<file path="src/rtl/aibcr3_dcc_dlyline_ctrl.sv">
// Calibration controller for the 64-tap DCC delay line: steps a 6-bit tap code from the
// duty-cycle comparator until it dithers. Optional DCC_LOCK_TRACK_EN keeps tracking after lock.
module aibcr3_dcc_dlyline_ctrl #(
  parameter int INIT_CODE    = 32,
  parameter int SETTLE_CYC   = 7,
  parameter int LOCK_TOGGLES = 4
) (
  input  logic        clk,
  input  logic        rst,
  input  logic        cal_en,
  input  logic        dcc_up,
  input  logic        man_en,
  input  logic [5:0]  man_code,
  output logic [5:0]  code,
  output logic [63:0] bk,
  output logic        cal_busy,
  output logic        cal_done,
  output logic        cal_sat
);

  typedef enum logic [2:0] {IDLE, SETTLE, SAMPLE, STEP, LOCKED} state_t;

  localparam logic [5:0]  INIT_C   = 6'(INIT_CODE);
  localparam logic [7:0]  SETTLE_C = 8'(SETTLE_CYC);
  localparam logic [3:0]  LOCK_C   = 4'(LOCK_TOGGLES);
  localparam logic [63:0] BK_INIT  = 64'd1 << INIT_CODE;

`ifdef DCC_LOCK_TRACK_EN
  // Tracking build never parks in LOCKED; it keeps looping through SETTLE.
  localparam state_t LOCK_STATE = SETTLE;
`else
  localparam state_t LOCK_STATE = LOCKED;
`endif

  state_t      state_reg, state_next;
  logic [5:0]  code_reg, code_next;
  logic [63:0] bk_reg, bk_next;
  logic [7:0]  cnt_reg, cnt_next;
  logic [3:0]  tog_cnt_reg, tog_cnt_next;
  logic [3:0]  sat_cnt_reg, sat_cnt_next;
  logic        dir_now_reg, dir_now_next;
  logic        dir_prev_reg, dir_prev_next;
  logic        first_reg, first_next;
  logic        busy_reg, busy_next;
  logic        done_reg, done_next;
  logic        sat_reg, sat_next;

  logic        step_blocked;
  logic        step_rev;
  logic [3:0]  tog_inc;
  logic [3:0]  sat_inc;

  always_comb begin
    state_next    = state_reg;
    code_next     = code_reg;
    cnt_next      = cnt_reg;
    tog_cnt_next  = tog_cnt_reg;
    sat_cnt_next  = sat_cnt_reg;
    dir_now_next  = dir_now_reg;
    dir_prev_next = dir_prev_reg;
    first_next    = first_reg;
    busy_next     = busy_reg;
    done_next     = done_reg;
    sat_next      = sat_reg;

    step_blocked = (dir_now_reg && (code_reg == 6'd63)) || (!dir_now_reg && (code_reg == 6'd0));
    step_rev     = !first_reg && (dir_now_reg != dir_prev_reg);
    tog_inc      = (tog_cnt_reg == 4'hf) ? tog_cnt_reg : tog_cnt_reg + 4'd1;
    sat_inc      = (sat_cnt_reg == 4'hf) ? sat_cnt_reg : sat_cnt_reg + 4'd1;

    if (man_en) begin
      state_next = IDLE;
      code_next  = man_code;
      busy_next  = 1'b0;
      done_next  = 1'b0;
      sat_next   = 1'b0;
    end else if (!cal_en) begin
      state_next = IDLE;
      busy_next  = 1'b0;
      done_next  = 1'b0;
      sat_next   = 1'b0;
    end else begin
      case (state_reg)
        IDLE: begin
          code_next    = INIT_C;
          cnt_next     = SETTLE_C;
          tog_cnt_next = 4'd0;
          sat_cnt_next = 4'd0;
          first_next   = 1'b1;
          busy_next    = 1'b1;
          state_next   = SETTLE;
        end
        SETTLE: begin
          if (cnt_reg == 8'd0) begin
            state_next = SAMPLE;
          end else begin
            cnt_next = cnt_reg - 8'd1;
          end
        end
        SAMPLE: begin
          dir_now_next = dcc_up;
          state_next   = STEP;
        end
        STEP: begin
          dir_prev_next = dir_now_reg;
          first_next    = 1'b0;
          cnt_next      = SETTLE_C;
          state_next    = SETTLE;
          if (step_blocked) begin
            sat_cnt_next = sat_inc;
          end else begin
            sat_cnt_next = 4'd0;
            code_next    = dir_now_reg ? code_reg + 6'd1 : code_reg - 6'd1;
          end
          if (step_rev) begin
            tog_cnt_next = tog_inc;
          end
          // Once locked (only reachable here when tracking) the counters no longer matter.
          if (done_reg) begin
`ifdef DCC_LOCK_TRACK_EN
            sat_next = step_blocked;
`endif
          end else if (tog_cnt_next == LOCK_C) begin
            done_next  = 1'b1;
            busy_next  = 1'b0;
            state_next = LOCK_STATE;
          end else if (sat_cnt_next == LOCK_C) begin
            done_next  = 1'b1;
            sat_next   = 1'b1;
            busy_next  = 1'b0;
            state_next = LOCK_STATE;
          end
        end
        LOCKED: begin
          state_next = LOCKED;
        end
        default: begin
          state_next = IDLE;
        end
      endcase
    end
  end

  // One-hot decode of the next code so bk and code change on the same edge.
  genvar gi;
  generate
    for (gi = 0; gi < 64; gi++) begin : g_bk
      assign bk_next[gi] = (code_next == 6'(gi));
    end
  endgenerate

  always_ff @(posedge clk) begin
    if (rst) begin
      state_reg    <= IDLE;
      code_reg     <= INIT_C;
      bk_reg       <= BK_INIT;
      cnt_reg      <= 8'd0;
      tog_cnt_reg  <= 4'd0;
      sat_cnt_reg  <= 4'd0;
      dir_now_reg  <= 1'b0;
      dir_prev_reg <= 1'b0;
      first_reg    <= 1'b1;
      busy_reg     <= 1'b0;
      done_reg     <= 1'b0;
      sat_reg      <= 1'b0;
    end else begin
      state_reg    <= state_next;
      code_reg     <= code_next;
      bk_reg       <= bk_next;
      cnt_reg      <= cnt_next;
      tog_cnt_reg  <= tog_cnt_next;
      sat_cnt_reg  <= sat_cnt_next;
      dir_now_reg  <= dir_now_next;
      dir_prev_reg <= dir_prev_next;
      first_reg    <= first_next;
      busy_reg     <= busy_next;
      done_reg     <= done_next;
      sat_reg      <= sat_next;
    end
  end

  assign code     = code_reg;
  assign bk       = bk_reg;
  assign cal_busy = busy_reg;
  assign cal_done = done_reg;
  assign cal_sat  = sat_reg;

endmodule

</file>
<file path="config.mk">
export PLATFORM = sky130hd
export DESIGN_NAME = aibcr3_dcc_dlyline_ctrl
export DESIGN_NICKNAME = d
export VERILOG_FILES = /design/src/rtl/aibcr3_dcc_dlyline_ctrl.sv
export SDC_FILE = /design/constraint.sdc
export NUM_CORES = 1
export LEC_CHECK = 0
export CAP_MARGIN = 40
export CORE_UTILIZATION = 50
export DETAILED_ROUTE_END_ITERATION = 6
export GPL_ROUTABILITY_DRIVEN = 0
export PLACE_DENSITY = 0.79
export SLEW_MARGIN = 30
export SYNTH_ARGS = -nofsm -noshare
export SYNTH_HDL_FRONTEND = slang
export SYNTH_SLANG_ARGS = --single-unit
</file>
<file path="constraint.sdc">
create_clock -name clk -period 2.9 [get_ports clk]
set_clock_uncertainty 0.2 [all_clocks]
set_input_delay 0.29 -clock clk [delete_from_list [all_inputs] [get_ports clk]]
set_output_delay 0.29 -clock clk [all_outputs]
set_load 0.02 [all_outputs]
</file>
After elaboration in Yosys (flattened, before gate mapping)
Cells that the tools add are included.

Bits in registers: 95. Bits in latches: 0. RAM bits: 0. Bits in read-only memories: 0. Input port bits: 11. Output and inout port bits: 73. Word-level logic and storage cells: 150. Memories kept: 0.

$add $sub $neg: 5. $mul: 0. Div/mod/pow operators: 0. $lt $le $gt $ge: 0. Equality and inequality tests: 77. Shift operators: 0. Muxes and demuxes: 32. Bitwise logic cells: 4. Reduce and logical (&&, ||, !) cells: 20.

Operators by type and width (number): 6-bit equality test (second input constant) (33); 6-bit by 5-bit equality test with 1-bit output (second input constant) (16); 6-bit by 4-bit equality test with 1-bit output (second input constant) (8); 4-bit two-way mux (10); 6-bit by 3-bit equality test with 1-bit output (second input constant) (4); 6-bit two-way mux (4); 4-bit one-hot mux with 2 select lines (2); 8-bit one-hot mux with 2 select lines (1); 3-bit one-hot mux with 5 select lines (1); 6-bit by 2-bit equality test with 1-bit output (second input constant) (2); 6-bit zero test (2); 3-bit two-way mux (4); 6-bit one-hot mux with 2 select lines (1); 3-bit AND reduction (4); 4-bit by 1-bit adder with 4-bit output (second input constant) (2); 4-bit by 3-bit equality test with 1-bit output (second input constant) (2); 4-bit equality test (second input constant) (2); 8-bit zero test (1); 8-bit two-way mux (1); 4-bit AND reduction (2); 8-bit by 1-bit subtractor with 8-bit output (second input constant) (1); 6-bit by 1-bit adder with 6-bit output (second input constant) (1); 3-bit by 2-bit equality test with 1-bit output (second input constant) (2); 6-bit by 1-bit equality test with 1-bit output (second input constant) (1); other kinds (16) (31).

Longest topological paths before layout
Depth after elaboration: 12. Gate-level depth with buffers: 11. Mapped depth without buffers: 8.

Least setup slack after synthesis
No wires, ideal clock.

Path kind: register to register. Start: reg dir_now_reg. End: reg bk_reg[44] (netlist: bk[44]). Setup time: 0.138 ns. Data arrival time: 2.295 ns. Required time: 2.562 ns. Slack: 0.268 ns. Cell stages (with the launch flop): 12. Buffers on the path: 3. Period minus slack after synthesis: 2.632 ns. Cells stage by stage: dfxtp_1 buf_2 inv_1 ha_1 a211oi_1 o21ba_2 o21ai_0 a21oi_1 or2_1 clkbuf_1 clkbuf_1 nor3_1.

Word-level cells in the longest chain between the ends: 8. Elaborated cells between the ends (all ways): 10. Those cells by class: eq/ne: 1; mux: 5; reduce/logical: 4.

RTL lines: start: declaration (RTL line 41) `logic dir_now_reg, dir_now_next;`; start signal: assignment (RTL line 173) `dir_now_reg <= dir_now_next;`; 1-bit zero test (RTL line 66) `step_blocked = (dir_now_reg && (code_reg == 6'd63)) || (!dir_now_reg && (code_reg == 6'd0));`; 1-bit logical AND (RTL line 66); 1-bit logical OR (RTL line 66); 6-bit two-way mux * (RTL line 109) `if (step_blocked) begin`; 6-bit one-hot mux with 2 select lines * (RTL line 83) `case (state_reg)`; 6-bit two-way mux * (RTL line 77) `end else if (!cal_en) begin`; 6-bit two-way mux * (RTL line 71) `if (man_en) begin`; 6-bit equality test * (RTL line 148) `assign bk_next[gi] = (code_next == 6'(gi));`; end signal: assignment (RTL line 169) `bk_reg <= bk_next;`; end: declaration (RTL line 37) `logic [63:0] bk_reg, bk_next;`.

Mark *: on every way between the ends. The rest lies on a longest branch, timed or not. A chain may end at the register's enable or synchronous reset.

Worst setup path after layout
Start: reg dir_now_reg. End: reg bk_reg[32] (netlist: bk[32]).

Same word-level chain as after synthesis.

==> summary by stage <==
Logic synthesis
The number of warning messages in the yosys log is 0. The synthesized flop and latch total is 95. The net count of the mapped netlist is ~430. The cell count after synthesis is 407. The async set or reset register ratio after synthesis is 0%.

The unique cell type count in the Yosys netlist is 60. Among all flip-flop cells after synthesis, the most frequent one is dfxtp_1. In this run, synthesis inferred 0 flip-flops with an integrated enable. The cell area that synthesis handed to floorplanning was 3740 um2. Summing the sequential cell areas from Yosys gives 50.9% of the chip area. After synthesis, the mean cell area works out to 9.18 um2.

Clock tree
After clock tree synthesis, the clock-pin slew on the worst setup and hold paths is roughly 0.1 ns. The hold-fix buffer count after cts is 0. The H-tree depth reported by CTS is 3. TritonCTS built the clock tree. The clock sink count is 95. The tree is rooted in a clkbuf_8. The count of instances resized after the clock tree is built is 0. The number of buffers on the longest clock path is 2. The total setup buffers inserted after CTS is 0. The number of buffers created by CTS is 9. At the later pin of the worst-skew pair, clock insertion delay measures 0.37 ns.

Run
The max-capacitance violation count is 0.

Floorplan
In this run the vertical extent of the chip is 88.5 um. Once the floorplan was initialized, standard cells occupied about 52% of the core. The placeable core region is 7250 um2. The die outline area is a little under 8000 um2.

From left edge to right edge, the die measures 88.5 um. 84 I/O pins were placed. The floorplan has 31 rows.

Layout
Cells fill 69.6% of the core in the end. The number of diodes added for antenna fixing is 0. Leaving out fill and tap cells, the most frequent cell in the layout is dfxtp_1. The area of all placed cells without fillers is 5050 um2. The layout cell share with drive strength beyond 1 is 11.0%.

The flip-flop count of the largest register after layout is 64. The area growth from synthesis to layout is 35.1%. Leaving out fill and tap cells, the most frequent cells in the layout are 95 x dfxtp_1, 83 x clkdlybuf4s50_1, 80 x nor2_1. The final standard cell count with taps included and fillers excluded is roughly 620.

The total of fill cells in the finished design is 568. The final layout contains 531 nets.

STA
The maximum operating frequency is 362 MHz. The worst hold slack across all endpoints is 0.283 ns. The total negative setup slack is 0 ns. The slew of the pin with the lowest slew margin is 0.599 ns.

The total count of hold-check failures in the final report came to 0. The time the final worst path needs with I/O delays and setup is 2.77 ns. The worst pin sits at a relative slew slack of 59.5%. The number of pins with negative max-slew slack in the final report is 0. Setup violations remaining at the end of the flow were counted as 0. Setup repair after global routing could not meet its margin everywhere. In the post-route analysis, the smallest setup slack over all paths is roughly 0.13 ns. Of the available clock period, the critical path in the final layout requires 95.4%.

Pwr
VDD sags by at most about 0.27 mV. The reported leakage power is 1.83 nW. The power density relative to cell area is 512 nW/um2. The overall power consumption is 2.59 mW.

Placed design
The placed cell area is 4800 um2. Once detailed placement completed, the half-perimeter wirelength came to a little over 7 mm. The number of buffers added on ports is 83. Once placement completed, the tool counted placed cells totaling 599. Before CTS, the worst setup slack after placement is 0.0532 ns.

Drt
In the routed layout, each cell is associated on average with a via count of 5.63. The routed design has 10.0 mm of wire. The first TritonRoute pass finished after 5 iterations. In the final routed layout, each cell accounts on average for 16.3 um.

After the first detailed-routing iteration, the DRC count stood at around 260. Detailed routing inserted a total of 3464 vias. Once detail routing completed, the nets flagged for antenna violations numbered 0. After detailed routing, the number of remaining DRC violations is 0.

Global route
Entering global routing, the biggest net connects 21 pins. The total congestion overflow after global routing is 0. The combined global-route utilization of all metal layers is roughly a quarter. The first global-routing pass estimated 15.5 mm of wire. The number of global-route vias before repair is 3144.

The number of antenna violations at the first check in global routing is 0.

Setup path
The critical path arrival is 2.82 ns. The maximum net fanout on the critical path is 5. The critical setup path kind is register to register. STA classifies the critical path endpoint as a register.

The type of origin of the critical path is a register. Data on the critical path is required at its endpoint by 2.96 ns.

Outcome
The flow ran to the end, and the final reports show no timing, DRC or antenna violations.

Min path
The path class of the tightest hold or removal check is register to register.
[where the power goes]
group          total [mW]  internal [mW]  switching [mW]
clock network       0.882          0.347           0.535
logic               0.344          0.140           0.203
registers            1.36           1.33          0.0306
total                2.59           1.82           0.769
[final cells by class]
cell class / instances / area, um2 / area share, %
clock inverters: 7 / 86.3 / 1.71
flip-flops and latches: 95 / 1900 / 37.7
multi-input cells: 294 / 1800 / 35.7
well taps: 99 / 124 / 2.45
clock buffers: 9 / 124 / 2.45
inverters: 8 / 30.0 / 0.595
repair buffers: 103 / 981 / 19.4
[worst max-delay path, stage by stage (launching register included)]
cell and delay (ns):
dfxtp_1 0.35, inv_1 0.12, fa_1 0.42, xnor2_1 0.26, o21ai_0 0.25, o21bai_1 0.25, a211oi_2 0.32, o21ai_1 0.18
o41ai_1 0.31
[cells in the mapped netlist (all sizes together) (4+ instances only)]
master	n	area share, %
xnor2	7	1.6
nor3	25	3.3
ha	8	2.7
dfxtp	95	51
inv	8	0.80
o21bai	4	0.80
xor2	5	1.2
nand2	21	2.1
buf	5	0.70
nor4b	5	1.2
a211oi	7	1.7
nand3	20	2.8
clkbuf	5	0.50
a21oi	19	2.5
nor2b	4	0.67
a221oi	4	1.3
nand2b	8	1.3
a21o	5	1.0
nor4	6	1.2
nor2	80	8.0
o21ai	14	2.0
[final timing paths]
check	from	endpoint	slack, ns	cells past startpoint
setup / recovery	dir_now_reg	bk[32]	0.13	8
hold reg to reg	cal_sat	cal_sat	0.28	2
hold / removal	cal_sat	cal_sat	0.28	2
setup reg to reg	dir_now_reg	bk[32]	0.13	8
[kinds of logic (layout without fill, tap and decap cells)]
logic type	after synthesis	in the layout	synth area share [%]
AND/OR/NAND/NOR	187	187	24.1
AO/OA/AOI/OAI	82	82	15.9
adder cells (fa/ha/maj)	9	9	3.21
XOR/XNOR	12	12	2.81
buffers and inverters	18	127	2.01
multiplexers	4	4	1.10
flip-flops	95	95	50.9
[layer usage]
| layer | share of wire (%) | vias to the layer above | GRT usage [%] |
|---|---|---|---|
| met5 | 0 | - | 0 |
| met3 | 5.8 | 18 | 4.94 |
| met1 | 45 | 1652 | 34.9 |
| li1 | - | 1657 | - |
| met2 | 47 | 137 | 42.5 |
| met4 | 2.0 | 0 | 9.82 |
Power figures use the tool's default switching activity.
